==> config.mk <==
export PLATFORM = sky130hd
export DESIGN_NAME = sdram_arbiter
export DESIGN_NICKNAME = d
export VERILOG_FILES = /design/src/rtl/sdram_pkg.sv /design/src/rtl/sdram_arbiter.sv
export SDC_FILE = /design/constraint.sdc
export NUM_CORES = 1
export LEC_CHECK = 0
export CORE_AREA = 3 3 65 67
export CTS_CLUSTER_SIZE = 25
export DETAILED_ROUTE_END_ITERATION = 8
export DIE_AREA = 0 0 68 70
export DONT_BUFFER_PORTS = 1
export PLACE_DENSITY = 0.47
export RECOVER_POWER = 100
export SLEW_MARGIN = 15
export SYNTH_ARGS = -nofsm -noshare
export SYNTH_HDL_FRONTEND = slang
export SYNTH_SLANG_ARGS = --single-unit
==> constraint.sdc <==
create_clock -name clk_i -period 4.99 [get_ports clk_i]
set_clock_uncertainty 0.2 [all_clocks]
set_input_delay 1.497 -clock clk_i [delete_from_list [all_inputs] [get_ports clk_i]]
set_output_delay 1.497 -clock clk_i [all_outputs]
set_load 0.02 [all_outputs]
==> src/rtl/sdram_pkg.sv <==
// Shared types, constants and the priority decision for the SDRAM arbiter.
package sdram_pkg;

  localparam int SDRAM_ADDR_W    = 24;
  localparam int SDRAM_STREAK_MX = 4;
  localparam int SDRAM_STREAK_W  = 3;
  localparam int SDRAM_BURST_LEN = 64;

  typedef enum logic [1:0] {
    GNT_NONE = 2'b00,
    GNT_VID  = 2'b01,
    GNT_CPU  = 2'b10
  } grant_e;

  typedef enum logic [1:0] {
    ST_IDLE,
    ST_VID,
    ST_CPU,
    ST_TURN
  } arb_state_e;

  // Video wins ties unless the CPU has waited through a full streak.
  function automatic grant_e arb_pick(
    input logic vid,
    input logic cpu,
    input logic starved
  );
    grant_e g;
    g = GNT_NONE;
    if (vid && cpu) g = starved ? GNT_CPU : GNT_VID;
    else if (vid)   g = GNT_VID;
    else if (cpu)   g = GNT_CPU;
    return g;
  endfunction

endpackage

==> src/rtl/sdram_arbiter.sv <==
// Two-way SDRAM port arbiter: fixed video priority with
// a streak limit so the CPU bridge is never starved.
module sdram_arbiter
  import sdram_pkg::*;
#(
  parameter int ADDR_W         = SDRAM_ADDR_W,
  parameter int VID_STREAK_MAX = SDRAM_STREAK_MX,
  parameter int STREAK_W       = SDRAM_STREAK_W
) (
  input  logic              clk_i,
  input  logic              rst_ni,
  input  logic              vid_rd_i,
  input  logic [ADDR_W-1:0] vid_addr_x16_i,
  input  logic              vid_ack_i,
  output logic              vid_rdy_o,
  output logic [15:0]       vid_rdata_o,
  input  logic              cpu_rd_i,
  input  logic              cpu_wr_i,
  input  logic [ADDR_W-1:0] cpu_addr_x16_i,
  input  logic [15:0]       cpu_wdata_i,
  input  logic [1:0]        cpu_wmask_i,
  input  logic              cpu_ack_i,
  output logic              cpu_rdy_o,
  output logic [15:0]       cpu_rdata_o,
  output logic              mem_rd_o,
  output logic              mem_wr_o,
  output logic [ADDR_W-1:0] mem_addr_x16_o,
  output logic [15:0]       mem_wdata_o,
  output logic [1:0]        mem_wmask_o,
  output logic              mem_ack_o,
  input  logic              mem_rdy_i,
  input  logic [15:0]       mem_rdata_i,
  output logic [1:0]        grant_o
);

  localparam logic [STREAK_W-1:0] SMAX =
    STREAK_W'(VID_STREAK_MAX);

  arb_state_e          state_q, state_d;
  logic [STREAK_W-1:0] streak_q, streak_d;
  logic                cpu_req;
  grant_e              pick;

  assign cpu_req = cpu_rd_i | cpu_wr_i;
  assign pick    = arb_pick(vid_rd_i, cpu_req,
                            streak_q == SMAX);

  always_ff @(posedge clk_i or negedge rst_ni) begin
    if (!rst_ni) begin
      state_q  <= ST_IDLE;
      streak_q <= '0;
    end else begin
      state_q  <= state_d;
      streak_q <= streak_d;
    end
  end

  always_comb begin
    state_d  = state_q;
    streak_d = streak_q;
    unique case (state_q)
      ST_IDLE: begin
        if (!cpu_req) streak_d = '0;
        unique case (pick)
          GNT_VID: begin
            state_d = ST_VID;
            if (cpu_req && streak_q != SMAX)
              streak_d = streak_q + STREAK_W'(1);
          end
          GNT_CPU: begin
            state_d  = ST_CPU;
            streak_d = '0;
          end
          default: ;
        endcase
      end
      ST_VID:  if (vid_ack_i) state_d = ST_TURN;
      ST_CPU:  if (cpu_ack_i) state_d = ST_TURN;
      default: state_d = ST_IDLE;
    endcase
  end

  // Requests and data pass straight through from the registered owner.
  always_comb begin
    mem_rd_o       = 1'b0;
    mem_wr_o       = 1'b0;
    mem_addr_x16_o = '0;
    mem_wdata_o    = '0;
    mem_wmask_o    = '0;
    mem_ack_o      = 1'b0;
    vid_rdy_o      = 1'b0;
    vid_rdata_o    = '0;
    cpu_rdy_o      = 1'b0;
    cpu_rdata_o    = '0;
    grant_o        = GNT_NONE;
    unique case (1'b1)
      state_q == ST_VID: begin
        grant_o        = GNT_VID;
        mem_rd_o       = vid_rd_i;
        mem_addr_x16_o = vid_addr_x16_i;
        mem_ack_o      = vid_ack_i;
        vid_rdy_o      = mem_rdy_i;
        vid_rdata_o    = mem_rdata_i;
      end
      state_q == ST_CPU: begin
        grant_o        = GNT_CPU;
        mem_wr_o       = cpu_wr_i;
        mem_rd_o       = cpu_rd_i & ~cpu_wr_i;
        mem_addr_x16_o = cpu_addr_x16_i;
        mem_wdata_o    = cpu_wdata_i;
        mem_wmask_o    = cpu_wmask_i;
        mem_ack_o      = cpu_ack_i;
        cpu_rdy_o      = mem_rdy_i;
        cpu_rdata_o    = mem_rdata_i;
      end
      default: ;
    endcase
  end

endmodule

== Word-level counts from Yosys, hierarchy flattened ==
Cells that the tools add are included.
W data, S select, Z words.

* $add $sub $neg: 1
* Multipliers: 0
* Divide/modulo/power cells: 0
* Magnitude comparators: 0
* Eq/ne operators: 9
* Shift operators: 0
* Muxes and demuxes: 22
* Bitwise gates (word level): 3
* Reductions and logical operators: 4

{| class="wikitable"
|+ Operators with widths
! kind !! number
|-
| $mux W16 || 3
|-
| $pmux W24 S2 || 1
|-
| $mux W2 || 7
|-
| $pmux W2 S2 || 2
|-
| $mux W3 || 2
|-
| $pmux W2 S3 || 1
|-
| $pmux W3 S2 || 1
|-
| $eq A2 B1 Y1 const B || 2
|-
| $eq A2 B2 Y1 const B || 2
|-
| $ne A2 B2 Y1 const B || 2
|-
| $pmux W1 S2 || 2
|-
| $add A3 B1 Y3 const B || 1
|-
| $eq A3 B3 Y1 const B || 1
|-
| $mux W1 || 3
|-
| $ne A3 B1 Y1 const B || 1
|-
| $ne A3 B3 Y1 const B || 1
|-
| $reduce_and A3 Y1 || 1
|-
| $logic_and A1 B1 Y1 || 2
|-
| $logic_not A2 Y1 || 1
|-
| $and A1 B1 Y1 || 1
|-
| $not A1 Y1 || 1
|-
| $or A1 B1 Y1 || 1
|}

* Register bits: 5
* Bits in latches: 0
* RAM bits: 0
* ROM bits: 0
* Input port bits: 90
* Output and inout port bits: 81
* Word-level logic and storage cells: 41
* Memories: 0

== Depth between registers and ports, before layout ==
Gate-level depths: netlist (run 1).

* Depth after elaboration: 7
* Mapped depth: 6
* Gate-level depth less buffers: 5

== Worst setup path before layout (run 1) ==
OpenSTA, ideal clock, no wires.

* Kind: input to output
* Start point: in cpu_wr_i
* End point: out mem_rd_o
* Arrival: 2.004 ns
* Path slack: 1.289 ns
* Stages: 2
* Cell sequence: nand3b_1 a21oi_1

* Word-level cells in the longest chain between the ends: 3

{| class="wikitable"
|+ Ends and longest elaborated chain
! item !! RTL line !! source
|-
| from (decl) || sdram_arbiter.sv:18 || <nowiki>input logic cpu_wr_i,</nowiki>
|-
| $not A1 Y1 || sdram_arbiter.sv:108 || <nowiki>mem_rd_o = cpu_rd_i & ~cpu_wr_i;</nowiki>
|-
| $and A1 B1 Y1 || sdram_arbiter.sv:108 ||
|-
| $pmux W1 S2 || sdram_arbiter.sv:96 || <nowiki>unique case (1'b1)</nowiki>
|-
| to (decl) || sdram_arbiter.sv:25 || <nowiki>output logic mem_rd_o,</nowiki>
|}

No other way between the ends.

== Worst setup path after layout (run 1) ==
* Start point: reg state_q[1]
* End point: out mem_addr_x16_o[9]

* Word-level cells in the longest chain between the ends: 2

{| class="wikitable"
|+ Ends and longest elaborated chain
! item !! RTL line !! source
|-
| from (decl) || sdram_arbiter.sv:39 || <nowiki>arb_state_e state_q, state_d;</nowiki>
|-
| from (signal assigned) || sdram_arbiter.sv:53 || <nowiki>state_q <= state_d;</nowiki>
|-
| $eq A2 B2 Y1 or $eq A2 B1 Y1 (tied branches) || sdram_arbiter.sv:105, sdram_arbiter.sv:97 ||
|-
| $pmux W24 S2 (*) || sdram_arbiter.sv:96 ||
|-
| to (decl) || sdram_arbiter.sv:27 || <nowiki>output logic [ADDR_W-1:0] mem_addr_x16_o,</nowiki>
|}

Every way passes the cells marked *; elsewhere a longest branch is shown, timed or not.

==> results_dict.tcl, run 1 <==
set metrics [dict create \
    fmax_ghz 0.240 \
    num-fill-cells 403 \
    grt_overflow 0 \
    ios 171 \
    hpwl_um 3790 \
    fin_crit_sh_pct 83.6 \
    grt_pass1_wl_um 5970 \
    critical_path_class "register to primary output" \
    ys.flop_type "dfrtp_1" \
    die_w_um 68 \
    rows 22 \
    cp_max_fo 44 \
    cts_tree "done" \
    synth_top_area_share_pct 30.6 \
    core_area_mm2 0.00369 \
    synth-edff-count 0 \
    grt_pass1_vias 1040 \
    n_antenna_cell 0 \
    ctsResizeCount 0 \
    clk_pin_slew_worst_paths_ps 30 \
    clock_sinks 5 \
    cts.path.max_buffers 2 \
    initial_utilization_pct 29.3 \
    synth.cells.most_frequent "and2_1 (53), nor2_1 (27), a22oi_1 (25)" \
    avgSynthCellArea_um2 6.85 \
    cts_root_buf "clkbuf_8" \
    h-tree-depth 1 \
    hold_class "register to register" \
    setup_viol 0 \
    die_h_um 70 \
    yosysTopAreaCell "and2_1" \
    syn_to_final_growth_pct 4.74 \
    drv_cap 0 \
    status "finished clean" \
    crit_chain "inv_1 > ha_1 > a22oi_1 > nor2_1" \
    viasPerCell 5.65 \
    cts_inserted_buffers 3 \
    critical_path_arrival_ps 2470 \
    hold_viol_final 0 \
    worst_path_max_delay_cell "ha_1" \
    critPathCaptureType "primary output" \
    ys_seq_area_share_pct 11.6 \
    drt_iter0_drc 56 \
    io_buffers 0 \
    critPathTopFamily "adder cells" \
    worstPathBufferInverterCount 1 \
    routabilityCongestion 0.787 \
    period_minus_slack_ps 4170 \
    synthesis.area_mm2 0.00108 \
    drive_gt1_share_pct 5.37 \
    p_per_area_mw_per_mm2 844 \
    r2r_setup_slack_ps 2580 \
    synthCells 158 \
    finalSetupTns_ps 0 \
    fin_nets 248 \
    wire_per_inst_um 22.9 \
    async_flop_share_pct 100 \
    antenna_found_initial 0 \
    holdWs_ps 298 \
    finalMaxSlewViolations 0 \
    ir_worst_vdd_v 0.000366 \
    cp.required_ps 3290 \
    firstDrtPassIters 4 \
    p_leak_nw 0.425 \
    max_stage_delay_ps 1040 \
    tightest_slew_ps 1290 \
    vias 1114 \
    synth_nets 256 \
    yosysWarnings 0 \
    drc 0 \
    grt_use_total_pct 16.4 \
    start_kind "register" \
    die_area_mm2 0.00476 \
    synth_seq_cells 5 \
    wl_um 4520 \
    yosysUniqueCellTypes 30 \
    rsz0062_at_grt "no" \
    synthTopCellsByArea "and2_1 (31%), a22oi_1 (17%), dfrtp_1 (12%), nor2_1 (9.4%), ha_1 (9.2%)" \
    ant_nets 0 \
    synth.most_common_cell "and2_1" \
    grt_max_degree 47 \
    post_cts_buffers 0 \
    clk-insertion-delay-late_ps 210 \
    holdBufCountCts 0 \
    maxSlewHeadroom_pct 13.7 \
]
layout by cell type, fill, tap and decap left out, types with 2 or more instances in the layout:
| cell | synthesis | final |
|---|---|---|
| a31oi_1 | 2 | 2 |
| dfrtp_1 | 5 | 5 |
| and2_0 | 0 | 52 |
| a22oi_1 | 25 | 25 |
| clkbuf_8 | 0 | 3 |
| inv_1 | 5 | 5 |
| nor2_1 | 27 | 27 |
| ha_1 | 8 | 8 |
state kept, by name, summed over array words and instances (netlist names):
register	count
state_q	2
streak_q	3
layer usage:
metal	routed length [µm]	vias up	global-route usage, %	share of wire (%)
met5	0	-	0	0
met1	1630	525	18.5	36
li1	-	516	-	-
met2	2450	69	30.8	54
met4	42	0	1.32	0.93
met3	398	4	4.02	8.8
cell families after synthesis:
family,share of synthesized area (%)
adders and majority gates,9.25
AOI/OAI and AO/OA,23.5
DFF,11.6
buffers and inverters,7.74
muxes,1.97
and+or+nand+nor,46.0
through the flow:
step	std cells	total power, mW	worst slack (ps)	util (%)	instance area, µm²
4_1_cts	197	0.974	812	30.7	1130
3_3_place_gp	193	0.877	1170	29.5	1090
6_report	197	0.957	818	30.7	1130
3_5_place_dp	193	0.895	1050	29.5	1090
5_1_grt	197	1.04	560	30.7	1130
2_1_floorplan	158	0.805	1290	-	1080
layout make-up:
class / instances / area, µm² / area share [%]
multi-input combinational: 133 / 873 / 77.0
clock buffer: 4 / 45.0 / 3.97
sequential: 5 / 125 / 11.0
tap: 48 / 60.1 / 5.30
timing repair buffer: 1 / 7.51 / 0.662
inverter: 6 / 22.5 / 1.99
report_power, final:
group | switching (mW) | internal, mW
Sequential | 0.0159 | 0.0593
Combinational | 0.620 | 0.190
Clock | 0.0173 | 0.0546
path summary, 6_finish.rpt:
| check | startpoint | endpoint | depth (start not counted) |
|---|---|---|---|
| max | state_q[1] | mem_addr_x16_o[9] | 4 |
| min | streak_q[2] | streak_q[2] | 1 |
| max reg2reg | state_q[1] | state_q[0] | 5 |
| min reg2reg | streak_q[2] | streak_q[2] | 1 |
| max in group asynchronous | rst_ni | streak_q[2] | 0 |
| min in group asynchronous | rst_ni | state_q[1] | 0 |
Note: power is estimated with default switching activity, not from simulation.
==> run 2, diff against run 1 <==
--- a/config.mk
+++ b/config.mk
@@ -5,12 +5,13 @@
 export SDC_FILE = /design/constraint.sdc
 export NUM_CORES = 1
 export LEC_CHECK = 0
+export ABC_AREA = 1
 export CORE_AREA = 3 3 65 67
 export CTS_CLUSTER_SIZE = 25
 export DETAILED_ROUTE_END_ITERATION = 8
 export DIE_AREA = 0 0 68 70
 export DONT_BUFFER_PORTS = 1
-export PLACE_DENSITY = 0.47
+export PLACE_DENSITY = 0.51
 export RECOVER_POWER = 100
 export SLEW_MARGIN = 15
 export SYNTH_ARGS = -nofsm -noshare
==> constraint.sdc (replaced) <==
create_clock -name clk_i -period 4.1 [get_ports clk_i]
set_clock_uncertainty 0.2 [all_clocks]
set_input_delay 1.23 -clock clk_i [delete_from_list [all_inputs] [get_ports clk_i]]
set_output_delay 1.23 -clock clk_i [all_outputs]
set_load 0.02 [all_outputs]
==> results_dict.tcl, run 2 <==
set metrics [dict create \
    status "finished clean" \
    cp_max_fo 16 \
    synth_nets 347 \
    async_flop_share_pct 100 \
    critPathTopFamily "adder cells" \
    placed_area_mm2 0.00123 \
    fin_nets 341 \
    routabilityCongestion 0.732 \
    n_antenna_cell 0 \
    cts_root_buf "clkbuf_8" \
    fmax_ghz 0.285 \
    drc 0 \
    layout_commonest_cell "nand2_1" \
    firstDrtPassIters 5 \
    hold_viol_final 0 \
    rr_endpoint "state_q[0]" \
    core_area_mm2 0.00369 \
    synthesis.area_mm2 0.00122 \
    ys_seq_area_share_pct 10.3 \
    post_cts_buffers 0 \
    rr_startpoint "state_q[1]" \
    power_switching_share_pct 70.6 \
    syn_to_final_growth_pct 4.32 \
    worst_path_max_delay_cell "ha_1" \
    clock_power_share_pct 7.4 \
    clk-insertion-delay-late_ps 220 \
    holdBufCountCts 0 \
    reg_top3 "streak_q (3), state_q (2)" \
    hold_depth 1 \
    ant_nets 0 \
    synthCells 249 \
    r2r_setup_slack_ps 2130 \
    ir_worst_vdd_v 0.000494 \
    vias 1325 \
    period_minus_slack_ps 3510 \
    num-fill-cells 418 \
    p_per_area_mw_per_mm2 937 \
    yosysUniqueCellTypes 17 \
    grt.met2_usage_pct 25.5 \
    grt_pass1_wl_um 5100 \
    grt_use_total_pct 13.4 \
    ys.flop_type "dfrtp_1" \
    largest_reg_flops 3 \
    antenna_found_initial 0 \
    dp.cells 286 \
    max_stage_delay_ps 520 \
    p_comb_share_pct 85.1 \
    finalMaxSlewViolations 0 \
    drt_iter0_drc 37 \
    avgSynthCellArea_um2 4.88 \
    maxSlewHeadroom_pct 62.8 \
    crit_chain "inv_1 > ha_1 > buf_4 > nand2_1 > a21oi_1" \
    cts.path.max_buffers 2 \
    synthTopCellsByArea "nand2_1 (37%), inv_1 (20%), a21oi_1 (11%), dfrtp_1 (10%), ha_1 (8.2%)" \
    io_buffers 0 \
    wl_um 3740 \
    worstPathBufferInverterCount 2 \
    h-tree-depth 1 \
    final_cell_area_mm2 0.00127 \
    p_int_mw 0.349 \
    start_kind "register" \
    min_from "streak_q[0]" \
    grt_use_met1_pct 14.3 \
    die_area_mm2 0.00476 \
    max_flop_register "streak_q" \
    die_w_um 68 \
    ios 171 \
    synth.cells.most_frequent "nand2_1 (119), inv_1 (65), a21oi_1 (26)" \
    cts_tree "done" \
    drv_cap 0 \
    grt_busiest_layer "met2" \
    critical_path_arrival_ps 2080 \
    final_cell_mix "nand2_1 (120), inv_1 (65), a21oi_1 (26)" \
    clk_pin_slew_worst_paths_ps 30 \
    hold_class "register to register" \
    critPathCaptureType "primary output" \
    critical_path_class "register to primary output" \
    seq_power_share_pct 7.5 \
    grt_max_degree 36 \
    grt_pass1_vias 1129 \
    rows 22 \
    cts_inserted_buffers 3 \
    holdWs_ps 322 \
    wire_per_inst_um 12.9 \
    p_switching_mw 0.839 \
    clock_sinks 5 \
    fin_crit_sh_pct 85.5 \
    die_h_um 70 \
    drive_gt1_share_pct 3.31 \
    grt_overflow 0 \
    worst_hold_path.endpoint "streak_q[0]" \
    synth_seq_cells 5 \
    finalSetupTns_ps 0 \
    p_leak_nw 0.926 \
    synth.most_common_cell "nand2_1" \
    synth_top_area_share_pct 36.7 \
    synth-edff-count 0 \
    fin_cells 290 \
    grtUsageMet3_pct 3.05 \
    yosysTopAreaCell "nand2_1" \
    rr_worst_depth 10 \
    rsz0062_at_grt "no" \
    setup_viol 0 \
    cp.required_ps 2670 \
    initial_utilization_pct 33.0 \
    yosysWarnings 0 \
    viasPerCell 4.57 \
    tightest_slew_ps 558 \
    hpwl_um 3110 \
    ctsResizeCount 0 \
]
==> run 2: changes by cell type after synthesis, moves of 6 or more <==
| cell | previous run | this run |
|---|---|---|
| a21oi_1 | 1 | 26 |
| a22oi_1 | 25 | 0 |
| and2_1 | 53 | 0 |
| buf_4 | 0 | 6 |
| clkbuf_1 | 11 | 0 |
| inv_1 | 5 | 65 |
| nand2_1 | 1 | 119 |
| nor2_1 | 27 | 1 |
==> run 2: cell type report <==
type                       count  area [µm²]  share of cell area [%]
clock buffer                   4        45.0                    3.55
sequential                     5         125                    9.86
timing repair buffer           3        47.5                    3.75
tap                           48        60.1                    4.73
multi-input combinational    164         743                    58.6
inverter                      66         248                    19.5
==> run 2: cell families (layout without fill, tap and decap cells) <==
| family | after synthesis | in the layout | share of synthesized area [%] |
|---|---|---|---|
| xor+xnor | 1 | 1 | 0.720 |
| simple gates | 126 | 126 | 39.8 |
| flops | 5 | 5 | 10.3 |
| buf+inv | 80 | 73 | 28.4 |
| compound gates | 28 | 28 | 11.7 |
| mux | 1 | 1 | 0.823 |
| fa+ha+maj | 8 | 8 | 8.23 |
==> run 2: worst reg2reg max path, cell delays in order (launching register included) <==
cell and delay [ps]:
dfrtp_1 410, inv_1 120, ha_1 470, buf_12 240, nand2_1 80, nand2_1 50, inv_1 40, nand2_1 100
nor2_2 50, nand2_1 50, nand2_1 50
==> run 2: worst max path at each step <==
stage	endpoint	startpoint	depth (start not counted)	slack, ps
after CTS	mem_addr_x16_o[8]	state_q[1]	5	690
after detailed placement	mem_addr_x16_o[8]	state_q[1]	5	920
final	mem_addr_x16_o[7]	state_q[0]	5	590
after global placement	mem_addr_x16_o[23]	vid_addr_x16_i[23]	2	920
after floorplan	mem_rd_o	cpu_wr_i	3	1000
after global routing	mem_addr_x16_o[13]	state_q[0]	5	410
==> run 2: per-stage QoR <==
stage          setup WS, ps  total power [mW]  utilization, %
2_1_floorplan          1000              1.01               -
3_3_place_gp            921              1.12            33.3
3_5_place_dp            919              1.12            33.3
4_1_cts                 687              1.21            34.5
5_1_grt                 410              1.32            34.4
6_report                594              1.19            34.4
==> run 2: power groups by stage <==
stage | registers (mW) | logic (mW) | clock network, mW
4_1_cts | 0.0892 | 1.03 | 0.0917
2_1_floorplan | 0.0852 | 0.928 | 0
3_3_place_gp | 0.0891 | 1.03 | 0
5_1_grt | 0.0939 | 1.13 | 0.0950
6_report | 0.0889 | 1.01 | 0.0885
3_5_place_dp | 0.0898 | 1.03 | 0
==> run 2: metal layers <==
metal,vias to the layer above,part of all wire [%]
li1,691,-
met3,0,9.6
met2,69,55
met4,0,0
met5,-,0
met1,565,36
==> run 3, diff against run 2 <==
--- a/config.mk
+++ b/config.mk
@@ -6,12 +6,15 @@
 export NUM_CORES = 1
 export LEC_CHECK = 0
 export ABC_AREA = 1
+export CELL_PAD_IN_SITES_DETAIL_PLACEMENT = 0
+export CELL_PAD_IN_SITES_GLOBAL_PLACEMENT = 1
 export CORE_AREA = 3 3 65 67
+export CTS_BUF_LIST = sky130_fd_sc_hd__clkbuf_2
 export CTS_CLUSTER_SIZE = 25
 export DETAILED_ROUTE_END_ITERATION = 8
 export DIE_AREA = 0 0 68 70
 export DONT_BUFFER_PORTS = 1
-export PLACE_DENSITY = 0.51
+export PLACE_DENSITY = 0.81
 export RECOVER_POWER = 100
 export SLEW_MARGIN = 15
 export SYNTH_ARGS = -nofsm -noshare
==> results_dict.tcl, run 3 (synthesized netlist as in run 2, its figures left out) <==
set metrics [dict create \
    status "finished clean" \
    crit_path_end "mem_rd_o" \
    vias 1326 \
    seq_area_um2 125 \
    wire_per_inst_um 12.6 \
    fmax_ghz 0.278 \
    drc 0 \
    syn_to_final_growth_pct 1.13 \
    cts_inserted_buffers 3 \
    critPathCaptureType "primary output" \
    rows 22 \
    finalSetupTns_ps 0 \
    placed_area_mm2 0.00122 \
    grt_overflow 0 \
    antenna_found_initial 0 \
    cts_tree "done" \
    cts_root_buf "clkbuf_2" \
    wl_um 3650 \
    die_w_um 68 \
    start_kind "register" \
    cp_max_fo 44 \
    cp.required_ps 2670 \
    setup_viol 0 \
    grt_max_degree 45 \
    clock_sinks 5 \
    die_area_mm2 0.00476 \
    initial_utilization_pct 33.0 \
    num-fill-cells 420 \
    ctsResizeCount 0 \
    rr_endpoint "state_q[0]" \
    holdBufCountCts 0 \
    ios 171 \
    viasPerCell 4.57 \
    n_antenna_cell 0 \
    cp.depth 5 \
    max_flop_register "streak_q" \
    largest_reg_flops 3 \
    critical_path_class "register to primary output" \
    p_leak_nw 0.913 \
    dp.cells 286 \
    fin_cells 290 \
    post_cts_buffers 0 \
    critPathTopFamily "adder cells" \
    reg_top3 "streak_q (3), state_q (2)" \
    worstPathBufferInverterCount 2 \
    io_buffers 0 \
    r2r_setup_slack_ps 2000 \
    p_per_area_mw_per_mm2 907 \
    ant_nets 0 \
    fin_crit_sh_pct 87.7 \
    ir_worst_vdd_v 0.000304 \
    rr_startpoint "state_q[1]" \
    core_area_mm2 0.00369 \
    finalPower_mw 1.12 \
    worst_path_max_delay_cell "ha_1" \
    critical_path_arrival_ps 2170 \
    cts.path.max_buffers 2 \
    drive_gt1_share_pct 3.31 \
    tightest_slew_ps 817 \
    crit_start "state_q[0]" \
    maxSlewHeadroom_pct 45.5 \
    grt_pass1_vias 1096 \
    holdWs_ps 312 \
    hold_viol_final 0 \
    clk-insertion-delay-late_ps 210 \
    die_h_um 70 \
    routabilityCongestion 0.683 \
    max_stage_delay_ps 640 \
    final_cell_area_mm2 0.00123 \
    hpwl_um 3070 \
    period_minus_slack_ps 3600 \
    rr_worst_depth 10 \
    hold_class "register to register" \
    finalMaxSlewViolations 0 \
    grt_pass1_wl_um 5100 \
    fin_nets 341 \
    layout_commonest_cell "nand2_1" \
    final_cell_mix "nand2_1 (119), inv_1 (66), a21oi_1 (26)" \
    drt_iter0_drc 37 \
    grt_use_total_pct 13.2 \
    h-tree-depth 1 \
    clk_pin_slew_worst_paths_ps 50 \
    firstDrtPassIters 6 \
    drv_cap 0 \
    rsz0062_at_grt "no" \
    crit_chain "inv_1 > ha_1 > buf_12 > nand3_1 > a21oi_1" \
    multi_input_area_um2 746 \
]
[run 3: area by class of cell]
class | instances | share of cell area (%)
clock buffers | 4 | 1.63
inverters | 66 | 20.1
multi-input cells | 164 | 60.6
flip-flops and latches | 5 | 10.2
well taps | 48 | 4.88
repair buffers | 3 | 2.54
[run 3: power by group]
group,total [mW],switching [mW],internal [mW]
sequential,0.0880,0.0194,0.0686
combinational,0.983,0.787,0.196
clock,0.0439,0.0182,0.0258
[run 3: worst register-to-register path: cells and delay by family, from the launching register on]
family / cells / cell delay (ps)
AND/OR/NAND/NOR: 6 / 410
flip-flops: 1 / 420
adder cells (fa/ha/maj): 1 / 170
buffers and inverters: 3 / 780
[run 3: metal layers]
| layer | GRT usage [%] | vias to the layer above | share of wire [%] |
|---|---|---|---|
| met5 | 0 | - | 0 |
| met4 | 3.31 | 0 | 0.38 |
| met3 | 4.82 | 2 | 11 |
| met2 | 25.1 | 68 | 54 |
| met1 | 13.0 | 563 | 35 |
| li1 | - | 693 | - |
[run 3: worst min path at each step]
| stage | from | to | slack (ps) | depth (start not counted) |
|---|---|---|---|---|
| 2_1_floorplan | streak_q[0] | streak_q[0] | 280 | 1 |
| 3_3_place_gp | streak_q[0] | streak_q[0] | 300 | 1 |
| 3_5_place_dp | streak_q[0] | streak_q[0] | 310 | 1 |
| 4_1_cts | streak_q[0] | streak_q[0] | 320 | 1 |
| 5_1_grt | streak_q[0] | streak_q[0] | 360 | 1 |
| 6_report | streak_q[0] | streak_q[0] | 310 | 1 |
[run 3: through the flow]
| stage | util [%] | worst slack, ps |
|---|---|---|
| 4_1_cts | 33.5 | 699 |
| 3_5_place_dp | 33.0 | 942 |
| 3_3_place_gp | 33.0 | 955 |
| 2_1_floorplan | - | 1000 |
| 5_1_grt | 33.3 | 313 |
| 6_report | 33.3 | 502 |
